$ cat src/rtl/ml_pkg.sv
// Shared opcode constants and decoder state encoding for the ML command path.
package ml_pkg;

   localparam logic [7:0] ML_OP_NOP     = 8'h00;
   localparam logic [7:0] ML_OP_WRITE   = 8'h01;
   localparam logic [7:0] ML_OP_RUN     = 8'h02;
   localparam logic [7:0] ML_OP_CLR_ERR = 8'h03;

   typedef logic [2:0] ml_state_t;

   localparam ml_state_t ST_IDLE    = 3'd0;
   localparam ml_state_t ST_ADDR_HI = 3'd1;
   localparam ml_state_t ST_ADDR_LO = 3'd2;
   localparam ml_state_t ST_DATA    = 3'd3;
   localparam ml_state_t ST_DROP    = 3'd4;

   function automatic logic is_legal_op(input logic [7:0] op);
      return op <= ML_OP_CLR_ERR;
   endfunction

endpackage

$ cat src/rtl/ml_word_fifo.sv
// Two-entry FIFO holding {address, data} words bound for memory.
module ml_word_fifo #(
   parameter int W = 48
) (
   input  logic         clock,
   input  logic         resetn,
   input  logic         push,
   input  logic [W-1:0] push_data,
   input  logic         pop,
   output logic [W-1:0] head,
   output logic         full,
   output logic         empty
);

   logic [W-1:0] mem_reg [2];
   logic         rd_ptr_reg;
   logic         wr_ptr_reg;
   logic [1:0]   count_reg;
   logic         do_push;
   logic         do_pop;

   assign full    = (count_reg == 2'd2);
   assign empty   = (count_reg == 2'd0);
   assign do_pop  = pop && !empty;
   // A full buffer still accepts a word when the head leaves in the same cycle.
   assign do_push = push && (!full || do_pop);
   assign head    = mem_reg[rd_ptr_reg];

   for (genvar gi = 0; gi < 2; gi++) begin : g_entry
      always_ff @(posedge clock or negedge resetn) begin
         if (!resetn)
            mem_reg[gi] <= '0;
         else if (do_push && (wr_ptr_reg == 1'(gi)))
            mem_reg[gi] <= push_data;
      end
   end

   always_ff @(posedge clock or negedge resetn) begin
      if (!resetn) begin
         rd_ptr_reg <= 1'b0;
         wr_ptr_reg <= 1'b0;
         count_reg  <= 2'd0;
      end else begin
         if (do_push) wr_ptr_reg <= ~wr_ptr_reg;
         if (do_pop)  rd_ptr_reg <= ~rd_ptr_reg;
         case ({do_push, do_pop})
            2'b10:   count_reg <= count_reg + 2'd1;
            2'b01:   count_reg <= count_reg - 2'd1;
            default: count_reg <= count_reg;
         endcase
      end
   end

endmodule

$ cat src/rtl/ml_cmd_decoder.sv
// Host command decoder: opcode FSM, MSB-first word packing, error tracking and
// the memory-side word buffer.
module ml_cmd_decoder
   import ml_pkg::*;
#(
   parameter int ADDR_BITS = 16
) (
   input  logic                 clock,
   input  logic                 resetn,
   input  logic                 frame,
   input  logic                 din_valid,
   input  logic [7:0]           din_data,
   output logic                 mem_valid,
   input  logic                 mem_ready,
   output logic [ADDR_BITS-1:0] mem_addr,
   output logic [31:0]          mem_wdata,
   output logic                 run_start,
   output logic                 ml_rdy,
   output logic                 ml_err
);

   ml_state_t              state_reg;
   logic [7:0]             addr_hi_reg;
   logic [ADDR_BITS-1:0]   addr_reg;
   logic [23:0]            acc_reg;
   logic [1:0]             byte_cnt_reg;
   logic                   run_reg;
   logic                   err_reg;

   logic                   byte_ev;
   logic                   push;
   logic                   pop;
   logic                   full;
   logic                   empty;
   logic                   overflow;
   logic                   frame_err;
   logic                   err_set;
   logic                   err_clr;
   logic [15:0]            addr_full;
   logic [ADDR_BITS+31:0]  head;

   assign byte_ev   = frame && din_valid;
   assign push      = byte_ev && (state_reg == ST_DATA) && (byte_cnt_reg == 2'd3);
   assign pop       = mem_valid && mem_ready;
   assign overflow  = push && full && !pop;
   assign addr_full = {addr_hi_reg, din_data};

   assign frame_err = !frame && ((state_reg == ST_ADDR_HI) || (state_reg == ST_ADDR_LO) ||
                                 ((state_reg == ST_DATA) && (byte_cnt_reg != 2'd0)));
   assign err_set   = overflow || frame_err ||
                      (byte_ev && (state_reg == ST_IDLE) && !is_legal_op(din_data));
   assign err_clr   = byte_ev && (state_reg == ST_IDLE) && (din_data == ML_OP_CLR_ERR);

   ml_word_fifo #(.W(ADDR_BITS + 32)) u_fifo (
      .clock     (clock),
      .resetn    (resetn),
      .push      (push),
      .push_data ({addr_reg, acc_reg, din_data}),
      .pop       (pop),
      .head      (head),
      .full      (full),
      .empty     (empty)
   );

   assign mem_valid = !empty;
   assign mem_addr  = head[ADDR_BITS+31:32];
   assign mem_wdata = head[31:0];
   assign ml_rdy    = !full;
   assign run_start = run_reg;
   assign ml_err    = err_reg;

   always_ff @(posedge clock or negedge resetn) begin
      if (!resetn) begin
         state_reg    <= ST_IDLE;
         addr_hi_reg  <= 8'h00;
         addr_reg     <= '0;
         acc_reg      <= 24'h0;
         byte_cnt_reg <= 2'd0;
         run_reg      <= 1'b0;
         err_reg      <= 1'b0;
      end else begin
         run_reg <= byte_ev && (state_reg == ST_IDLE) && (din_data == ML_OP_RUN);
         // Set has priority so an error in the same cycle as CLR_ERR is not lost.
         if (err_set)      err_reg <= 1'b1;
         else if (err_clr) err_reg <= 1'b0;

         if (!frame) begin
            state_reg    <= ST_IDLE;
            byte_cnt_reg <= 2'd0;
         end else if (din_valid) begin
            case (state_reg)
               ST_IDLE:    state_reg <= (din_data == ML_OP_WRITE) ? ST_ADDR_HI : ST_DROP;
               ST_ADDR_HI: begin
                  addr_hi_reg <= din_data;
                  state_reg   <= ST_ADDR_LO;
               end
               ST_ADDR_LO: begin
                  addr_reg     <= addr_full[ADDR_BITS-1:0];
                  byte_cnt_reg <= 2'd0;
                  state_reg    <= ST_DATA;
               end
               ST_DATA: begin
                  byte_cnt_reg <= byte_cnt_reg + 2'd1;
                  if (byte_cnt_reg == 2'd3)
                     addr_reg <= addr_reg + ADDR_BITS'(1);
                  else
                     acc_reg <= {acc_reg[15:0], din_data};
               end
               default:    state_reg <= ST_DROP;
            endcase
         end
      end
   end

endmodule

$ cat config.mk
export PLATFORM = sky130hd
export DESIGN_NAME = ml_cmd_decoder
export DESIGN_NICKNAME = d
export VERILOG_FILES = /design/src/rtl/ml_pkg.sv /design/src/rtl/ml_word_fifo.sv /design/src/rtl/ml_cmd_decoder.sv
export SDC_FILE = /design/constraint.sdc
export NUM_CORES = 1
export LEC_CHECK = 0
export ABC_AREA = 1
export BUFFER_PORTS_ARGS = -buffer_cell sky130_fd_sc_hd__buf_2
export CORE_MARGIN = 2
export CORE_UTILIZATION = 30
export CTS_CLUSTER_DIAMETER = 60
export DETAILED_ROUTE_END_ITERATION = 8
export PLACE_DENSITY = 0.56
export RECOVER_POWER = 25
export SLEW_MARGIN = 40
export SYNTH_ARGS = -nofsm -noshare
export SYNTH_HDL_FRONTEND = slang
export SYNTH_SLANG_ARGS = --single-unit
$ cat constraint.sdc
create_clock -name clock -period 2.3 [get_ports clock]
set_input_delay 0 -clock clock [delete_from_list [all_inputs] [get_ports clock]]
set_output_delay 0 -clock clock [all_outputs]
set_load 0.005 [all_outputs]
==> metrics.cfg <==
[critical_path]
crit_chain=inv_1 > nand2_1 > inv_1 > nand2_1 > nand2_1 > nand2_1 > nand3_1 > dlygate4sd3_1 > nand2_1
critical-path-top-delay-family=simple AND/OR/NAND/NOR gates
cp-start-kind=flip-flop
crit_path_end_kind=flip-flop
critPathBufInv=3
cpMostUsedCell=nand2_1
max_stage_delay_ns=0.54
crit_path_max_fanout=14
path_depth=9
r2r_cells=9
cp.required_ns=2.63
critical-path-slowest-cell=dlygate4sd3_1
reg2reg_slack_ns=0.18
crit_type=reg2reg
arrival_ns=2.45

[timing]
rsz0062_at_grt=false
setup_viol=0
finalCritPeriodShare_pct=92.1
min_period_ns=2.12
final_max_slew_viol_count=0
tightest_slew_ns=1.47
hold_viol=0
max_freq_mhz=472
setup-tns-final_ns=0
maxSlewHeadroom_pct=2.16
finalClockSkew_ns=0.00915
fin_ws_ns=0.181

[placement]
hpwl_um=11400
portBuffers=64
dpl_worst_slack_ns=0.393
place_area_um2=7630
routabilityCongestion=0.796

[clock_network]
cts_max_level=4
cts_tree=built
clock_sinks=155
clk_pin_slew_ns=0.07
numCtsBuffers=17
cts_setup_buffers=0
ctsLongestPathBuffers=2
cts-root-buf=clkbuf_16
clkLatencyLatePin_ns=0.43
cts.repair.resized=0

[run]
cap_violations=0

[floorplan]
die_width_um=156
design.portCount=65
start_util_pct=30.7
core.rowCount=55
die_y_um=156
fp.dieArea_um2=24400
coreArea_um2=22700

[routing]
drc=0
antenna_left=0
vias_per_cell=4.57
dr.pass1.iters=4
drt-initial-drc-count=338
wl_um=17200
via_count=5689
wl_per_cell_um=13.8

[final_layout]
post-route-cell-area_um2=8320
drive_above_1_share_pct=12.3
antenna_cells=0
area_delta_synth_final_pct=19.5
nets=965
fillers=2421
largest_register_ffs=96

[yosys]
ys_seq_elements=155
syn_inst=881
syn_area_um2=6960
ys_seq_area_share_pct=55.7
synth_top_cell_by_area=dfrtp_1
syn_avg_cell_area_um2=7.90
synth.distinct_cells=27
synth_area_leaders=dfrtp_1 56%, nand2_1 21%, o21ai_0 8.0%
yosys_warnings=0
synth_fp_nets=898
synth_top_area_share_pct=55.7

[pwr]
powerDensity_nw_per_um2=760
total_leakage_power_nw=4.30
peakVddDrop_v=0.000443
total_power_w=0.00632

[global_routing]
antenna_found_initial=0
grt_util_all_layers_pct=14.9
first_global_vias=5382
grt_max_degree=90
grt_pass1_wl_um=28500
gr-total-overflow=0

[status]
status=complete, no violations

[worst_hold_path]
hp-class=in2reg
whs_path_depth=3

-- worst min-delay path: stages --
cell     delay (ns)
buf_2          0.07
inv_1          0.14
o21ai_0        0.19
-- path summary, 6_finish.rpt --
| kind | from | end |
|---|---|---|
| worst max-delay path | state_reg[2]$_DFFE_PN0P_ | state_reg[0]$_DFFE_PN0P_ |
| worst min-delay path | din_data[2] | u_fifo.mem_reg[2]$_DFFE_PN0P_ |
| worst max register to register | state_reg[2]$_DFFE_PN0P_ | state_reg[0]$_DFFE_PN0P_ |
| worst min register to register | u_fifo.mem_reg[76]$_DFFE_PN0P_ | u_fifo.mem_reg[76]$_DFFE_PN0P_ |
| max in group asynchronous | resetn | u_fifo.mem_reg[85]$_DFFE_PN0P_ |
| min in group asynchronous | resetn | u_fifo.count_reg[0]$_DFFE_PN0P_ |
-- layout by cell type (no fill, tap or decap), types with 16 or more instances in the layout --
master and count:
nand2_1 398, dfrtp_1 155, o21ai_0 111, buf_2 63
inv_1 62, nor2_1 38, nand3_1 21, clkbuf_16 17
o21ai_1 16
-- where the power goes --
group | total (W) | switching, W | internal (W) | leakage (nW)
registers | 0.00281 | 0.0000338 | 0.00277 | 2.10
logic | 0.000714 | 0.000542 | 0.000171 | 1.91
clock network | 0.00280 | 0.00119 | 0.00162 | 0.283
-- cell families after synthesis --
kind of cell               synth area share [%]
xor gates and xnor gates                  0.503
adders and majority gates                 0.719
and+or+nand+nor                            26.6
buffers and inverters                      6.11
AOI/OAI and AO/OA                          10.4
DFF                                        55.7
-- layer usage --
layer / GRT usage, % / vias up / routed length, um
met5: 0 / - / 0
met4: 4.54 / 0 / 231
met3: 3.46 / 17 / 721
met2: 22.3 / 103 / 7430
met1: 21.4 / 2666 / 8790
li1: - / 2903 / -
-- stage by stage --
| step | utilization [%] | hold slack (ns) | std cells |
|---|---|---|---|
| floorplan | - | -0.296 | 881 |
| global placement | 33.6 | 0.00834 | 1204 |
| detailed placement | 33.6 | 0.0135 | 1204 |
| CTS | 36.7 | 0.00997 | 1246 |
| global route | 36.6 | 0.0365 | 1246 |
| finish | 36.6 | 0.0154 | 1246 |
-- synthesized netlist by cell type, drive strengths merged --
library cell  instances
nand2               401
clkbuf               28
buf                  12
o31ai                 1
o211ai                2
inv                  64
nor3                  3
xnor2                 1
dfrtp               155
nor2                 39
nand4                 7
o21bai                1
nand3                21
o21ai               128
clkinv                1
xor2                  3
a21oi                10
ha                    4
-- cell type report --
cell class	count	area [um^2]	share of cell area (%)
inverter	65	244	2.93
multi-input combinational	621	2660	32.0
clock buffer	17	425	5.11
timing repair buffer	88	588	7.07
clock inverter	15	168	2.02
sequential	155	3880	46.6
tap	285	357	4.29
-- timing repair --
item / 4_1_cts / 5_1_grt
hold buffers: 10 / 0
endpoints found under the setup margin: 0 / 0
endpoints found under the hold margin: 71 / 0
Power figures use the tool's default switching activity.
